`config.mk`:
```
export PLATFORM = sky130hd
export DESIGN_NAME = reg_file_flat
export DESIGN_NICKNAME = d
export VERILOG_FILES = /design/src/rtl/reg_file_if.sv /design/src/rtl/reg_file.sv /design/src/flat_wrapper.sv
export SDC_FILE = /design/constraint.sdc
export NUM_CORES = 2
export LEC_CHECK = 0
export ABC_AREA = 1
export BUFFER_PORTS_ARGS = -buffer_cell sky130_fd_sc_hd__buf_4
export CORE_MARGIN = 1
export CORE_UTILIZATION = 31
export CTS_BUF_LIST = sky130_fd_sc_hd__clkbuf_16
export CTS_CLUSTER_SIZE = 14
export DETAILED_ROUTE_END_ITERATION = 7
export GPL_ROUTABILITY_DRIVEN = 0
export SLEW_MARGIN = 20
export SYNTH_ARGS = -nofsm -noshare
export SYNTH_HDL_FRONTEND = slang
export SYNTH_SLANG_ARGS = --single-unit
```
`constraint.sdc`:
```
create_clock -name clk_i -period 77.4 [get_ports clk_i]
set_input_delay 3.87 -clock clk_i [delete_from_list [all_inputs] [get_ports clk_i]]
set_output_delay 3.87 -clock clk_i [all_outputs]
set_load 0.02 [all_outputs]
```
`src/rtl/reg_file_if.sv`:
```
// rtl/reg_file_if.sv - read/write bus between the pipeline and the register file
interface reg_file_if;
  logic [4:0]  RSaddr_i;
  logic [4:0]  RTaddr_i;
  logic [4:0]  RDaddr_i;
  logic [31:0] RDdata_i;
  logic        RegWrite_i;
  logic [31:0] RSdata_o;
  logic [31:0] RTdata_o;
  logic [15:0] wr_cnt_o;

  modport master (
    output RSaddr_i, RTaddr_i, RDaddr_i, RDdata_i, RegWrite_i,
    input  RSdata_o, RTdata_o, wr_cnt_o
  );

  modport slave (
    input  RSaddr_i, RTaddr_i, RDaddr_i, RDdata_i, RegWrite_i,
    output RSdata_o, RTdata_o, wr_cnt_o
  );
endinterface

```
`src/rtl/reg_file.sv`:
```
// rtl/reg_file.sv - 32x32 register file, two combinational read ports, one write port
// Define REG_FILE_BYPASS_EN to make a same-cycle write visible on the read ports.
module reg_file #(
  parameter logic [31:0] SP_RESET = 32'd0
) (
  input logic       clk_i,
  input logic       rst_i,
  reg_file_if.slave bus
);
  localparam logic [4:0] ZERO_REG = 5'd0;
  localparam logic [4:0] SP_REG   = 5'd29;

  logic [31:0] regs [32];
  logic [15:0] wr_cnt;
  logic        commit;
  logic [31:0] rs_data;
  logic [31:0] rt_data;

  assign commit = bus.RegWrite_i && (bus.RDaddr_i != ZERO_REG);

  // Entry 0 is kept at zero as well, but the read muxes never rely on it.
  always_ff @(posedge clk_i or posedge rst_i) begin
    if (rst_i) begin
      for (int i = 0; i < 32; i++) begin
        regs[i] <= (5'(i) == SP_REG) ? SP_RESET : 32'd0;
      end
      wr_cnt <= 16'd0;
    end else if (commit) begin
      regs[bus.RDaddr_i] <= bus.RDdata_i;
      wr_cnt             <= wr_cnt + 16'd1;
    end
  end

`ifdef REG_FILE_BYPASS_EN
  logic bypass;
  assign bypass = commit && !rst_i;
`endif

  always_comb begin
    rs_data = regs[bus.RSaddr_i];
`ifdef REG_FILE_BYPASS_EN
    if (bypass && (bus.RSaddr_i == bus.RDaddr_i)) rs_data = bus.RDdata_i;
`endif
    if (bus.RSaddr_i == ZERO_REG) rs_data = 32'd0;
  end

  always_comb begin
    rt_data = regs[bus.RTaddr_i];
`ifdef REG_FILE_BYPASS_EN
    if (bypass && (bus.RTaddr_i == bus.RDaddr_i)) rt_data = bus.RDdata_i;
`endif
    if (bus.RTaddr_i == ZERO_REG) rt_data = 32'd0;
  end

  assign bus.RSdata_o = rs_data;
  assign bus.RTdata_o = rt_data;
  assign bus.wr_cnt_o = wr_cnt;
endmodule

```
`src/flat_wrapper.sv`:
```
// flat-port wrapper written by rule: the top's interface ports become plain ports
module reg_file_flat 
#(
  parameter logic [31:0] SP_RESET = 32'd0
)
  (clk_i, rst_i, bus_RSaddr_i, bus_RTaddr_i, bus_RDaddr_i, bus_RDdata_i, bus_RegWrite_i, bus_RSdata_o, bus_RTdata_o, bus_wr_cnt_o);
  reg_file_if bus_i ();
  input logic clk_i;
  input logic rst_i;
  input wire logic [$bits(bus_i.RSaddr_i)-1:0] bus_RSaddr_i;
  input wire logic [$bits(bus_i.RTaddr_i)-1:0] bus_RTaddr_i;
  input wire logic [$bits(bus_i.RDaddr_i)-1:0] bus_RDaddr_i;
  input wire logic [$bits(bus_i.RDdata_i)-1:0] bus_RDdata_i;
  input wire logic [$bits(bus_i.RegWrite_i)-1:0] bus_RegWrite_i;
  output wire logic [$bits(bus_i.RSdata_o)-1:0] bus_RSdata_o;
  output wire logic [$bits(bus_i.RTdata_o)-1:0] bus_RTdata_o;
  output wire logic [$bits(bus_i.wr_cnt_o)-1:0] bus_wr_cnt_o;
  assign bus_i.RSaddr_i = bus_RSaddr_i;
  assign bus_i.RTaddr_i = bus_RTaddr_i;
  assign bus_i.RDaddr_i = bus_RDaddr_i;
  assign bus_i.RDdata_i = bus_RDdata_i;
  assign bus_i.RegWrite_i = bus_RegWrite_i;
  assign bus_RSdata_o = bus_i.RSdata_o;
  assign bus_RTdata_o = bus_i.RTdata_o;
  assign bus_wr_cnt_o = bus_i.wr_cnt_o;
  reg_file #(.SP_RESET(SP_RESET)) u_core (.clk_i(clk_i), .rst_i(rst_i), .bus(bus_i));
endmodule
```
After elaboration in Yosys (flattened, before gate mapping)
Index checks and enable logic that the tools add are counted.
Widths: inputs -> output; s select.
{"block": "word_totals", "register_bits": 1040, "out_inout_bits": 80}
{"block": "classes", "bitwise": 3, "n_addsub": 1, "reduce_logical": 5, "n_mux": 11, "order_cmp": 4}
{"cell": "$bwmux 1024", "count": 1}
{"cell": "$bmux 32 s5", "count": 2}
{"cell": "$mux 32", "count": 7}
{"cell": "$demux 32 s5", "count": 1}
{"cell": "$ge 6x6->1 const B", "count": 3}
{"cell": "$not 5->6", "count": 3}
{"cell": "$add 16x1->16 const B", "count": 1}
{"cell": "$logic_not 5->1", "count": 2}
{"cell": "$lt 6x1->1 const B", "count": 1}
{"cell": "$reduce_bool 5->1", "count": 1}
{"cell": "$logic_and 1x1->1", "count": 2}

Longest topological paths before layout
{"block": "depth", "depth_word": 6, "ltp_mapped": 13, "ltp_nobuf": 9}

Least setup slack after synthesis
OpenSTA, ideal clock, no wires.
{"block": "synth_timing", "path_type": "input to output", "startpoint": "in bus_RTaddr_i[1]", "endpoint": "out bus_RTdata_o[0]", "setup_slack_ns": 68.135, "n_path_buf": 3, "required_time_ns": 73.530, "path_stages": 10, "arrival_ns": 5.395, "path_cell_list": "clkbuf_1 > inv_2 > clkbuf_1 > clkbuf_1 > o21ai_0 > o21ai_0 > nor2_1 > nor2_1 > nor2_1 > nor2_1"}
{"block": "synth_between", "elab_chain_cells": 5, "word_cells_on_any_way": 6, "cone_classes": "4 x mux; 1 x bitwise; 1 x reduce/logical"}
{"item": "start, declared", "line_no": "flat_wrapper.sv:11", "source": "input wire logic [$bits(bus_i.RTaddr_i)-1:0] bus_RTaddr_i;"}
{"item": "$not 5->6 (not written as such)", "line_no": "reg_file.sv:48", "source": "rt_data = regs[bus.RTaddr_i];"}
{"item": "$bmux 32 s5", "line_no": "reg_file.sv:48"}
{"item": "$mux 32 (not written as such) (2 in a row)", "line_no": "reg_file.sv:48"}
{"item": "$mux 32 (*)", "line_no": "reg_file.sv:52", "source": "if (bus.RTaddr_i == ZERO_REG) rt_data = 32'd0;"}
{"item": "end, declared", "line_no": "flat_wrapper.sv:16", "source": "output wire logic [$bits(bus_i.RTdata_o)-1:0] bus_RTdata_o;"}
Every way passes the cells marked *; elsewhere a longest branch is shown, timed or not. The select of a mux whose other input is x is not followed.

Worst setup path in the final report
{"block": "layout_timing", "startpoint": "in bus_RSaddr_i[0]", "endpoint": "out bus_RSdata_o[7]"}
{"block": "layout_between", "elab_chain_cells": 5, "word_cells_on_any_way": 6, "cone_classes": "4 x mux; 1 x bitwise; 1 x reduce/logical"}
{"item": "start, declared", "line_no": "flat_wrapper.sv:10", "source": "input wire logic [$bits(bus_i.RSaddr_i)-1:0] bus_RSaddr_i;"}
{"item": "$not 5->6 (not written as such)", "line_no": "reg_file.sv:40", "source": "rs_data = regs[bus.RSaddr_i];"}
{"item": "$bmux 32 s5", "line_no": "reg_file.sv:40"}
{"item": "$mux 32 (not written as such) (2 in a row)", "line_no": "reg_file.sv:40"}
{"item": "$mux 32 (*)", "line_no": "reg_file.sv:44", "source": "if (bus.RSaddr_i == ZERO_REG) rs_data = 32'd0;"}
{"item": "end, declared", "line_no": "flat_wrapper.sv:15", "source": "output wire logic [$bits(bus_i.RSdata_o)-1:0] bus_RSdata_o;"}
Marked as above.

==> metrics.md <==
| Metric | Value |
|---|---|
| Status | complete, no violations |
| DR WL/cell | 21.7 um |
| RSZ-0062 raised after global routing | no |
| Remaining DRCs | 0 |
| Post-CTS setup buffer count | 0 |
| Synthesized area | 57300 sq um |
| FF+latch count, synth | 1040 |
| Post-route setup TNS | 0 ns |
| Max Cap Violations | 0 |
| CTS tree | done |
| Largest net degree at the start of global routing | 202 |
| Num ports | 130 |
| CTS Buffer Depth | 3 |
| Max-slew headroom | 20.1% |
| Die height | 432 um |
| Peak VDD IR | 0.0201 mV |
| Post-CTS Hold Fix Bufs | 0 |
| Critical path peak fanout | 152 |
| Core Region | 183000 sq um |
| Final Hold Fails | 0 |
| Vias in the first global route | 54200 |
| Global routing usage on met1 | 31.4% |
| Final period util | 15.9% |
| Antenna violations before repair | 5 |
| Gr usage total | 24.0% |
| Layout cell share with drive strength beyond 1 | 5.35% |
| PD cells | 25.3 nW/um^2 |
| H-tree lvl count | 3 |
| Global-route wire length before repair | 345000 um |
| Register Area | 26000 sq um |
| Worst hold path class | flip-flop to flip-flop |
| Syn_nets | 8456 |
| Row cnt | 157 |
| Setup-violating endpoint count in the final report | 0 |
| Unique cell type count in the Yosys netlist | 24 |
| Met3 Usage GRT | 3.89% |
| Hold slack | 0.399 ns |
| Final-stage net count | 8034 |
| Synth-to-layout area growth | 9.91% |
| Slowest-stage cell, CP | buf_4 |
| GR peak layer | met2 |
| Worst path max stage delay | 0.98 ns |
| FMAX | 81.4 MHz |
| Post-synthesis cell count | 8405 |
| Root Buffer | clkbuf_16 |
| Crit-path leading delay family | buffers and inverters |
| FILL cells | 19600 |
| Fin. max-slew vios | 0 |
| Sequential fraction of the synthesis area | 45.4% |
| DP HPWL | 119000 um |
| Worst path most repeated cell | nor2_1 |
| Die ar. | 187000 sq um |
| GRT Residual Overflow | 0 |
| Footprint of the multi-input gates | 28100 sq um |
| Clock slew at reported path FFs | 0.06 ns |
| Synth warn | 0 |
| Crit path kind | input pin to output pin |
| Initial Util | 31.3% |
| Clk_skew | 0.0152 ns |
| Met2 usage | 38.3% |
| Mean number of vias per cell | 5.48 |
| Worst-Skew Late Latency | 0.73 ns |
| Total routed wirelength | 229000 um |
| Final ANT Viol Nets | 0 |
| CP Buf/Inv Count | 5 |
| Crit. End Element | output pin |
| Leakage power | 29.4 nW |
| CP Data Arrival Time | 8.41 ns |
| WP data required | 73.53 ns |
| Worst-margin pin slew | 1.20 ns |
| Final core utilization | 34.3% |
| # clock sinks | 1040 |
| Min cycle time layout | 12.28 ns |
| Post-Syn Area per Cell | 6.82 sq um |
| Post-cts sizing count | 0 |
| Count of input and output buffers | 129 |
| Die W | 432 um |
| Via count | 57800 |
| CP Launch Type | input pin |
| CP cell instances | buf_8, inv_8, buf_4, buf_4, o21ai_0, o21ai_0, nor2_1, nor2_1, nor2_1, nor2_1, buf_4 |
| 1st-pass router iterations | 7 |
| CTS buffer count | 120 |
| Initial drt markers | 7197 |
==> worst paths after layout <==
kind	startpoint	to	slack, ns	cells after the start
max in group asynchronous	rst_i	u_core.regs[607]$_DFFE_PP0P_	70.23	6
min	u_core.regs[1005]$_DFFE_PP0P_	u_core.regs[1005]$_DFFE_PP0P_	0.40	0
min in group asynchronous	rst_i	u_core.regs[816]$_DFFE_PP0P_	3.20	2
min reg2reg	u_core.regs[1005]$_DFFE_PP0P_	u_core.regs[1005]$_DFFE_PP0P_	0.40	0
max	bus_RSaddr_i[0]	bus_RSdata_o[7]	65.12	11
max reg2reg	u_core.bus.wr_cnt_o[0]$_DFFE_PP0P_	u_core.bus.wr_cnt_o[10]$_DFFE_PP0P_	75.81	7
==> sequential cells by signal, summed over array words and instances (netlist names) <==
name / cells
u_core.regs: 1024
u_core.bus.wr_cnt_o: 16
==> per-layer routing <==
metal,vias up,wire length [um]
li1,26400,-
met1,27600,94100
met2,3146,102000
met3,648,20700
met4,0,12300
met5,-,0
==> cells in the mapped netlist (all sizes together) <==
cell type / number / area [sq um]
nand2: 3390 / 12700
clkinv: 2 / 7.51
o21ai: 982 / 4910
nand3: 1363 / 6820
xnor2: 8 / 70.1
nand4: 3 / 18.8
nor4: 1 / 21.3
xor2: 6 / 52.6
dfrtp: 1040 / 26000
a21oi: 265 / 1330
inv: 97 / 364
nor2: 473 / 1810
clkbuf: 558 / 2090
ha: 1 / 12.5
nand2b: 1 / 6.26
nor3: 14 / 120
nand3b: 1 / 7.51
buf: 200 / 923
==> stage by stage <==
| step | power (mW) | cell area, sq um | std cells | setup slack [ns] |
|---|---|---|---|---|
| 2_1_floorplan | 0.955 | 57300 | 8405 | 44.26 |
| 5_1_grt | 1.69 | 63000 | 10600 | 64.98 |
| 4_1_cts | 1.60 | 63000 | 10500 | 65.15 |
| 3_5_place_dp | 1.05 | 59300 | 10300 | 65.16 |
| 6_report | 1.60 | 63000 | 10600 | 65.12 |
| 3_3_place_gp | 1.04 | 59300 | 10300 | 65.04 |
==> final cells by class <==
type,instances,area share (%)
repair buffers,214,2.73
clock buffers,122,4.84
inverters,99,0.673
clock inverters,98,1.01
diodes,5,0.0199
multi-input cells,6508,44.5
well taps,2464,4.89
flip-flops and latches,1040,41.3
==> kinds of logic (layout without fill, tap and decap cells) <==
kind of cell,Yosys count,in the layout,synth area share [%]
xor+xnor,14,14,0.214
buf+inv,857,533,5.91
compound gates,1247,1247,10.9
flops,1040,1040,45.4
other cells,0,5,0
simple gates,5246,5246,37.6
fa+ha+maj,1,1,0.0218
==> power by group <==
part | switching, mW | total [mW] | internal [mW]
registers | 0.0814 | 0.729 | 0.648
clock network | 0.246 | 0.546 | 0.300
logic | 0.206 | 0.322 | 0.116
total | 0.533 | 1.60 | 1.06
==> cells in the final DEF, fill, tap and decap left out, types with 3 or more instances in the layout <==
cell type / netlist / final
clkbuf_16: 0 / 122
inv_8: 0 / 5
diode_2: 0 / 5
nor3_1: 4 / 4
buf_4: 0 / 202
buf_8: 0 / 4
nor2_4: 4 / 4
o21ai_1: 175 / 175
bufinv_16: 0 / 5
nor2_1: 469 / 469
inv_6: 0 / 3
nand4_1: 3 / 3
a21oi_1: 265 / 265
o21ai_0: 807 / 807
nand2_2: 8 / 10
nand3_1: 1363 / 1361
buf_12: 0 / 6
nor3_2: 10 / 10
clkinv_1: 2 / 34
xor2_1: 6 / 6
dfrtp_1: 1040 / 1040
nand2_4: 0 / 17
clkinv_2: 0 / 21
inv_1: 87 / 111
xnor2_1: 8 / 8
nand2_1: 3382 / 3363
inv_2: 10 / 9
Power figures use the tool's default switching activity.
